==> config.mk <==
export PLATFORM = sky130hd
export DESIGN_NAME = stage_if
export DESIGN_NICKNAME = d
export VERILOG_FILES = /design/src/rtl/stage_if_pkg.sv /design/src/rtl/if_fetch_buf.sv /design/src/rtl/stage_if.sv
export SDC_FILE = /design/constraint.sdc
export NUM_CORES = 1
export LEC_CHECK = 0
export CORE_MARGIN = 2
export CORE_UTILIZATION = 51
export CTS_CLUSTER_SIZE = 10
export DETAILED_ROUTE_END_ITERATION = 8
export PLACE_DENSITY = 0.8
export SYNTH_ARGS = -nofsm -noshare
export SYNTH_HDL_FRONTEND = slang
export SYNTH_SLANG_ARGS = --single-unit
==> constraint.sdc <==
create_clock -name clk -period 2.7 [get_ports clk]
set_input_delay 0.27 -clock clk [delete_from_list [all_inputs] [get_ports clk]]
set_output_delay 0.27 -clock clk [all_outputs]
set_load 0.005 [all_outputs]
==> src/rtl/stage_if_pkg.sv <==
// Shared types and constants for the instruction fetch stage.
package stage_if_pkg;

  localparam int unsigned XLEN    = 32;
  localparam int unsigned IF2ID_W = 2 * XLEN;

  localparam logic [XLEN-1:0] RESET_PC_DEF  = XLEN'(32'h0000_0000);
  localparam logic [XLEN-1:0] NOP_INSTR_DEF = XLEN'(32'h0000_0000);
  localparam logic [XLEN-1:0] PC_STEP       = XLEN'(4);
  localparam logic [XLEN-1:0] PC_ALIGN_MASK = XLEN'(32'hFFFF_FFFC);

  typedef enum logic [1:0] {
    S_RESET   = 2'd0,
    S_FETCH   = 2'd1,
    S_HOLD    = 2'd2,
    S_DISCARD = 2'd3
  } state_t;

  typedef struct packed {
    logic [XLEN-1:0] next_pc;
    logic [XLEN-1:0] instr;
  } if2id_t;

  // Bubble payload: keeps the supplied next_pc and carries the NOP encoding.
  function automatic if2id_t bubble(input logic [XLEN-1:0] npc, input logic [XLEN-1:0] nop);
    if2id_t b;
    b.next_pc = npc;
    b.instr   = nop;
    return b;
  endfunction

endpackage

==> src/rtl/if_fetch_buf.sv <==
// One-entry holding register for a word fetched while stage_id is stalled.
module if_fetch_buf
  import stage_if_pkg::*;
(
  input  logic   clk,
  input  logic   rst,
  input  logic   load,
  input  logic   clear,
  input  logic   drain,
  input  if2id_t din,
  output logic   valid,
  output if2id_t dout
);

  // A redirect beats a same-cycle load: the buffered word would be stale.
  always_ff @(posedge clk) begin
    if (rst) begin
      valid <= 1'b0;
      dout  <= '0;
    end else if (clear) begin
      valid <= 1'b0;
    end else if (load) begin
      valid <= 1'b1;
      dout  <= din;
    end else if (drain) begin
      valid <= 1'b0;
    end
  end

endmodule

==> src/rtl/stage_if.sv <==
// Instruction fetch stage: PC, req/ack memory handshake, redirect handling and
// the registered {next_pc, instr} payload towards stage_id.
module stage_if
  import stage_if_pkg::*;
#(
  parameter logic [XLEN-1:0] RESET_PC  = RESET_PC_DEF,
  parameter logic [XLEN-1:0] NOP_INSTR = NOP_INSTR_DEF
) (
  input  logic            clk,
  input  logic            rst,
  input  logic            stall,
  input  logic            branch_taken,
  input  logic [XLEN-1:0] branch_dest,
  output logic            mem_req,
  output logic [XLEN-1:0] mem_addr,
  input  logic            mem_ack,
  input  logic [XLEN-1:0] mem_rdata,
  output if2id_t          interstage_if2id
);

  state_t          state;
  logic [XLEN-1:0] pc;
  if2id_t          out_q;

  logic [XLEN-1:0] pc_inc;
  logic [XLEN-1:0] dest_aligned;
  logic            buf_load;
  logic            buf_clear;
  logic            buf_drain;
  logic            buf_valid;
  if2id_t          buf_dout;
  if2id_t          fetched;

  assign pc_inc           = pc + PC_STEP;
  assign dest_aligned     = branch_dest & PC_ALIGN_MASK;
  assign fetched          = '{next_pc: pc_inc, instr: mem_rdata};
  assign mem_req          = (state == S_FETCH) || (state == S_DISCARD);
  assign mem_addr         = pc;
  assign interstage_if2id = out_q;

  assign buf_load  = (state == S_FETCH) && mem_ack && !branch_taken && stall;
  assign buf_clear = branch_taken;
  assign buf_drain = (state == S_HOLD) && !branch_taken && !stall;

  if_fetch_buf u_fetch_buf (
    .clk   (clk),
    .rst   (rst),
    .load  (buf_load),
    .clear (buf_clear),
    .drain (buf_drain),
    .din   (fetched),
    .valid (buf_valid),
    .dout  (buf_dout)
  );

  // Fetch FSM; priority per edge is rst > branch_taken > mem_ack > idle.
  always_ff @(posedge clk) begin
    if (rst) begin
      state <= S_RESET;
      pc    <= RESET_PC;
      out_q <= bubble('0, NOP_INSTR);
    end else if (branch_taken) begin
      // The delay-slot word already in out_q is kept; only a free slot gets a bubble.
      pc <= dest_aligned;
      if (!stall) out_q <= bubble(dest_aligned, NOP_INSTR);
      unique case (state)
        S_RESET:   state <= S_FETCH;
        S_FETCH:   state <= mem_ack ? S_FETCH : S_DISCARD;
        S_HOLD:    state <= S_FETCH;
        S_DISCARD: state <= S_DISCARD;
        default:   state <= S_RESET;
      endcase
    end else begin
      unique case (state)
        S_RESET: state <= S_FETCH;
        S_FETCH: begin
          if (mem_ack) begin
            pc <= pc_inc;
            if (!stall) out_q <= fetched;
            else        state <= S_HOLD;
          end else if (!stall) begin
            out_q <= bubble(out_q.next_pc, NOP_INSTR);
          end
        end
        S_HOLD: begin
          if (!stall) begin
            out_q <= buf_valid ? buf_dout : bubble(out_q.next_pc, NOP_INSTR);
            state <= S_FETCH;
          end
        end
        S_DISCARD: begin
          // The in-flight word belongs to the old path; drop it and refetch at pc.
          if (mem_ack) state <= S_FETCH;
          if (!stall)  out_q <= bubble(out_q.next_pc, NOP_INSTR);
        end
        default: state <= S_RESET;
      endcase
    end
  end

endmodule

==> metrics.txt <==
layout cells sized above 1=roughly 7.5%; Max Clock Freq=402.2 MHz; area share of the largest cell type after synthesis=around two fifths; first-pass GRT wire length=36370 microns; top_reg_cell synth=dfxtp_1; Via density=about 5.9; outcome=finished, final reports clean; worst hold slack=about 320 ps; clock-pin slew on the worst setup and hold paths=60 ps; # diodes=0; reg2reg path depth=5; Layout area overhead=31.55%; Final Hold Viols=0; Skew-Pair Late Insertion Delay=approximately 430 ps; Die W=126.2 microns; Initial Utilization=between 50% and 60%; fin nets=between 1000 and 1500; Hold Path Class=primary input to flip-flop; Sinks on Clock Net=between 150 and 200; GR Util All Layers=27.95%; # port buffers=roughly 160; Rel. slew slack=~58%; final cell count without fillers=1324; Die Y=between 100 and 150 microns; num ports=166; Pins Over Slew Limit=0; First DRT Iteration DRCs=859; hold depth=2; post-CTS setup buffer count=0; TNS Setup=0 ps; Final min period=approximately 2500 ps; CTS tree=yes; pre-CTS WS=between 200 and 300 ps; leakage=about 3.5 nW; flops & latches, synth=approximately 160; VDD IR max=around 0.59 mV; gpl congestion=~0.90; RSZ-0062 raised after global routing=false; H-Tree Depth=4; placed instance area=0.009427 sq mm; CTS Buffer Depth=2; max-cap violation count=0; data required time of the worst path=around 3000 ps; Hold Buf Count CTS=0; Setup Viol. Count Final=0; Worst-Margin Slew=between 600 and 700 ps; post-synth cell types=between 50 and 60; Seq/Total Area, Yosys=between 40 and 50%; Final period util=between 90% and 100%; DP Cell Count=1296; largest net degree at the start of global routing=61; Worst Skew=approximately 10 ps; Worst Path Class, Setup=flip-flop to flip-flop; pwr dens=587.1 mW/mm^2; core area=roughly 0.015 sq mm; clock root buffer=clkbuf_16; Gate Count Post-Synth=around 1000; number of flops mapped to enable cells by yosys=0; initial antenna violation count=0; post-layout instance area=roughly 0.010 sq mm; asr flop ratio synth=0%; drt first pass iters=6; final WL=approximately 23000 microns; TritonCTS Buffers=17; grt total ovfl=0; Tot Pwr=slightly below 6 mW; cell row count=44; die area=roughly 0.016 sq mm; Synth area leaders=dfxtp_1, nor2_1, a21oi_1; PostCTS Resize Cnt=0; Worst setup EP type=flip-flop; Yosys warning total=0; final core occ=between 60 and 70%; Synth Cell Area=between 0.007 and 0.008 sq mm; Yosys top cell by area=dfxtp_1; vias in the first global route=approximately 7100; DRC violations left=0; critical path launch point type=flip-flop; critical-path maximum fanout=14; syn avg cell area=approximately 7.5 sq um; via count=~7800; worst setup margin=around 210 ps; critical path arrival=~2800 ps; Final ANT Viol Nets=0; Final HPWL DP=14670 microns; routed len/inst=between 15 and 20 microns
[final timing paths]
check | start | to | slack, ps
setup / recovery | mem_addr[21] | interstage_if2id[63] | 210
setup reg to reg | mem_addr[21] | interstage_if2id[63] | 210
hold reg to reg | u_fetch_buf.dout[29] | u_fetch_buf.dout[29] | 450
hold / removal | branch_taken | u_fetch_buf.valid | 320
[power by group]
group / switching [mW] / leakage (nW) / internal (mW)
logic: 0.458 / 1.97 / 0.456
clock network: 0.924 / 0.289 / 1.50
registers: 0.101 / 1.28 / 2.44
total: 1.48 / 3.55 / 4.40
[cell usage in the layout (no fill, tap or decap), types with 12 or more instances in the layout]
cell type | netlist | final
nand3_1 | 19 | 19
clkdlybuf4s50_1 | 0 | 157
dfxtp_1 | 157 | 157
xor2_1 | 28 | 28
xnor2_1 | 20 | 20
a222oi_1 | 12 | 12
a221oi_1 | 17 | 17
a211oi_1 | 51 | 51
nor3_1 | 60 | 58
nor4_1 | 16 | 16
nor2_1 | 184 | 184
buf_4 | 4 | 35
a21oi_1 | 124 | 123
nand2_1 | 120 | 119
clkbuf_16 | 0 | 17
[cell families (layout without fill, tap and decap cells)]
logic type / count (synthesis) / after routing / synth area share, %
flops: 157 / 157 / 41.30
compound gates: 246 / 246 / 20.68
buf+inv: 105 / 234 / 5.492
xor+xnor: 48 / 48 / 5.525
fa+ha+maj: 1 / 1 / 0.1644
simple gates: 448 / 448 / 26.52
other cells: 1 / 4 / 0.04928
mux: 2 / 2 / 0.2631
[worst max-delay path, stage by stage (launching register included)]
cell     delay, ps
dfxtp_1        470
and3_1         340
or4b_4         600
or3_1          430
or4_1          410
a21oi_1        170
[layer usage]
metal	vias up	GRT usage [%]	wire length, microns
li1	3776	-	-
met1	3573	39.09	9834
met2	378	42.85	10350
met3	37	6.415	2034
met4	0	9.114	412
met5	-	0	0
[sequential cells by signal (all words and copies together) (netlist names)]
| signal | cells |
|---|---|
| interstage_if2id | 62 |
| u_fetch_buf.dout | 62 |
| mem_addr | 30 |
| state | 2 |
| u_fetch_buf.valid | 1 |
[layout make-up]
class / instances / area (sq um)
clock buffer: 20 / 466.7
inverter: 9 / 33.78
sequential: 157 / 3143
timing repair buffer: 197 / 1919
multi-input combinational: 749 / 4100
fill: 1174 / 4523
tap: 184 / 230.2
clock inverter: 8 / 117.6
[synthesized netlist by cell type (4+ instances only)]
cell type and instances:
dfxtp_1 157, nor3_1 60, buf_1 10, nor2_1 184
a211oi_1 51, or3_1 9, inv_1 9, xnor2_1 20
o31a_1 5, a222oi_1 12, o21ai_0 11, nand2_1 120
a31oi_1 5, buf_4 4, nand4_1 7, buf_2 4
a221oi_1 17, xor2_1 28, clkbuf_1 75, a21oi_1 124
nor4_1 16, and4_1 5, and3_1 7, nand3_1 19
No activity file was read; power rests on OpenSTA's default activity.
==> RTL change (config.mk and constraints unchanged) <==
`XLEN`: 32 -> 36.
--- a/src/rtl/stage_if_pkg.sv
+++ b/src/rtl/stage_if_pkg.sv
@@ -1,7 +1,7 @@
 // Shared types and constants for the instruction fetch stage.
 package stage_if_pkg;
 
-  localparam int unsigned XLEN    = 32;
+  localparam int unsigned XLEN    = 36;
   localparam int unsigned IF2ID_W = 2 * XLEN;
 
   localparam logic [XLEN-1:0] RESET_PC_DEF  = XLEN'(32'h0000_0000);
Interface: changed (resized branch_dest, interstage_if2id, mem_addr and mem_rdata); port bits go from 166 to 186. No check against the original RTL was run, so the function may have changed too.
==> RTL change against the unedited design <==
  * Sequential cell count is 20 higher
  * Power rose by 8.5%
  * Critical endpoint is now mem_addr[24]
  * Cell area rose by 13%
  * Area after synthesis up 13%
  * Worst hold slack improved by 0.030 ns
  * Wire length grew 19%
  * Sequential share of layout area barely moved
  * Critical path depth grew 1
  * Count of clock-buffer cells in the layout down 3
  * Worst setup slack gained 0.024 ns
==> RTL change: results (changes against the unedited design) <==
| Metric | Value |
|---|---|
| Status | `completed` |
| Syn avg cell area | `7.45 sq um (-1.3%)` |
| Fillcell total | `1391 (+18%)` |
| Nets | `1371 (+14%)` |
| Port Buf Inserts | `175 (+10%)` |
| Clock skew | `0.00953 ns (-0.000611 ns)` |
| Synth Area in Compound Gates | `21.6% (+0.94 points)` |
| HPWL after detailed placement | `17.2 mm (+17%)` |
| Psw | `1.77 mW (+19%)` |
| Met1 usage in global routing | `39.5% (+0.40 points)` |
| WL met2 | `12.5 mm (+21%)` |
| Lkg Pwr | `3.91 nW (+10%)` |
| Adder-cell share of the synthesized area | `0.146% (-0.019 points)` |
| 1st-iter DRT viols | `938 (+9.2%)` |
| Yosys cell types | `63 (+19%)` |
| Largest net degree at the start of global routing | `86 (+41%)` |
| Placed cell area | `10700 sq um (+13%)` |
| Mux cell area share after synthesis | `0.117% (-0.15 points)` |
| Worst r2r src | `mem_addr[3]` |
| Hold_sp | `rst` |
| Flop2flop setup slack | `0.24 ns (+0.02 ns)` |
| Crit Path Max Fanout | `13 (-1)` |
| Crit path from | `mem_addr[3]` |
| Share of cells above drive strength 1 | `7.81% (+0.35 points)` |
| WHS Endpoint | `mem_addr[5]` |
RTL change: cell types whose count changed after synthesis, sizes merged, moves of 5 or more:
| cell | before | now |
|---|---|---|
| nand2 | 121 | 130 |
| clkbuf | 78 | 85 |
| xor2 | 28 | 18 |
| nand3 | 19 | 25 |
| nand4 | 9 | 18 |
| a221oi | 17 | 12 |
| o21ai | 12 | 35 |
| nor3 | 61 | 82 |
| a222oi | 12 | 1 |
| a31oi | 5 | 12 |
| a211oi | 51 | 39 |
| a21oi | 124 | 159 |
| dfxtp | 157 | 177 |
RTL change: worst max path at each step:
stage / end / slack (ns) / cells after the start
after floorplan: mem_addr[24] / 0.51 / 6
after global placement: mem_addr[24] / 0.28 / 6
after detailed placement: interstage_if2id[64] / 0.24 / 5
after CTS: interstage_if2id[64] / 0.24 / 5
after global routing: interstage_if2id[64] / 0.1 / 5
final: mem_addr[24] / 0.24 / 6
RTL change: cell type report:
cell class / instances / area (sq um) / share of cell area (%)
tap: 220 / 275 / 2.44
multi-input combinational: 860 / 4640 / 41.2
sequential: 177 / 3540 / 31.4
clock inverter: 15 / 173 / 1.53
timing repair buffer: 224 / 2160 / 19.2
clock buffer: 17 / 425 / 3.78
inverter: 13 / 48.8 / 0.433
RTL change: worst max-delay path, cell delays in order, from the launching register on:
cell and delay, ns:
dfxtp_1 0.42, ha_1 0.27, nand3_1 0.15, or4_4 0.66
or3_1 0.39, or3_1 0.31, a31oi_1 0.18
RTL change: power by group through the flow:
stage / Clock (mW) / Sequential [mW] / Combinational (mW)
2_1_floorplan: 0 / 2.89 / 0.495
3_3_place_gp: 0 / 2.90 / 0.958
3_5_place_dp: 0 / 2.91 / 0.972
4_1_cts: 2.55 / 2.85 / 0.981
5_1_grt: 2.67 / 2.87 / 1.08
6_report: 2.54 / 2.85 / 0.987
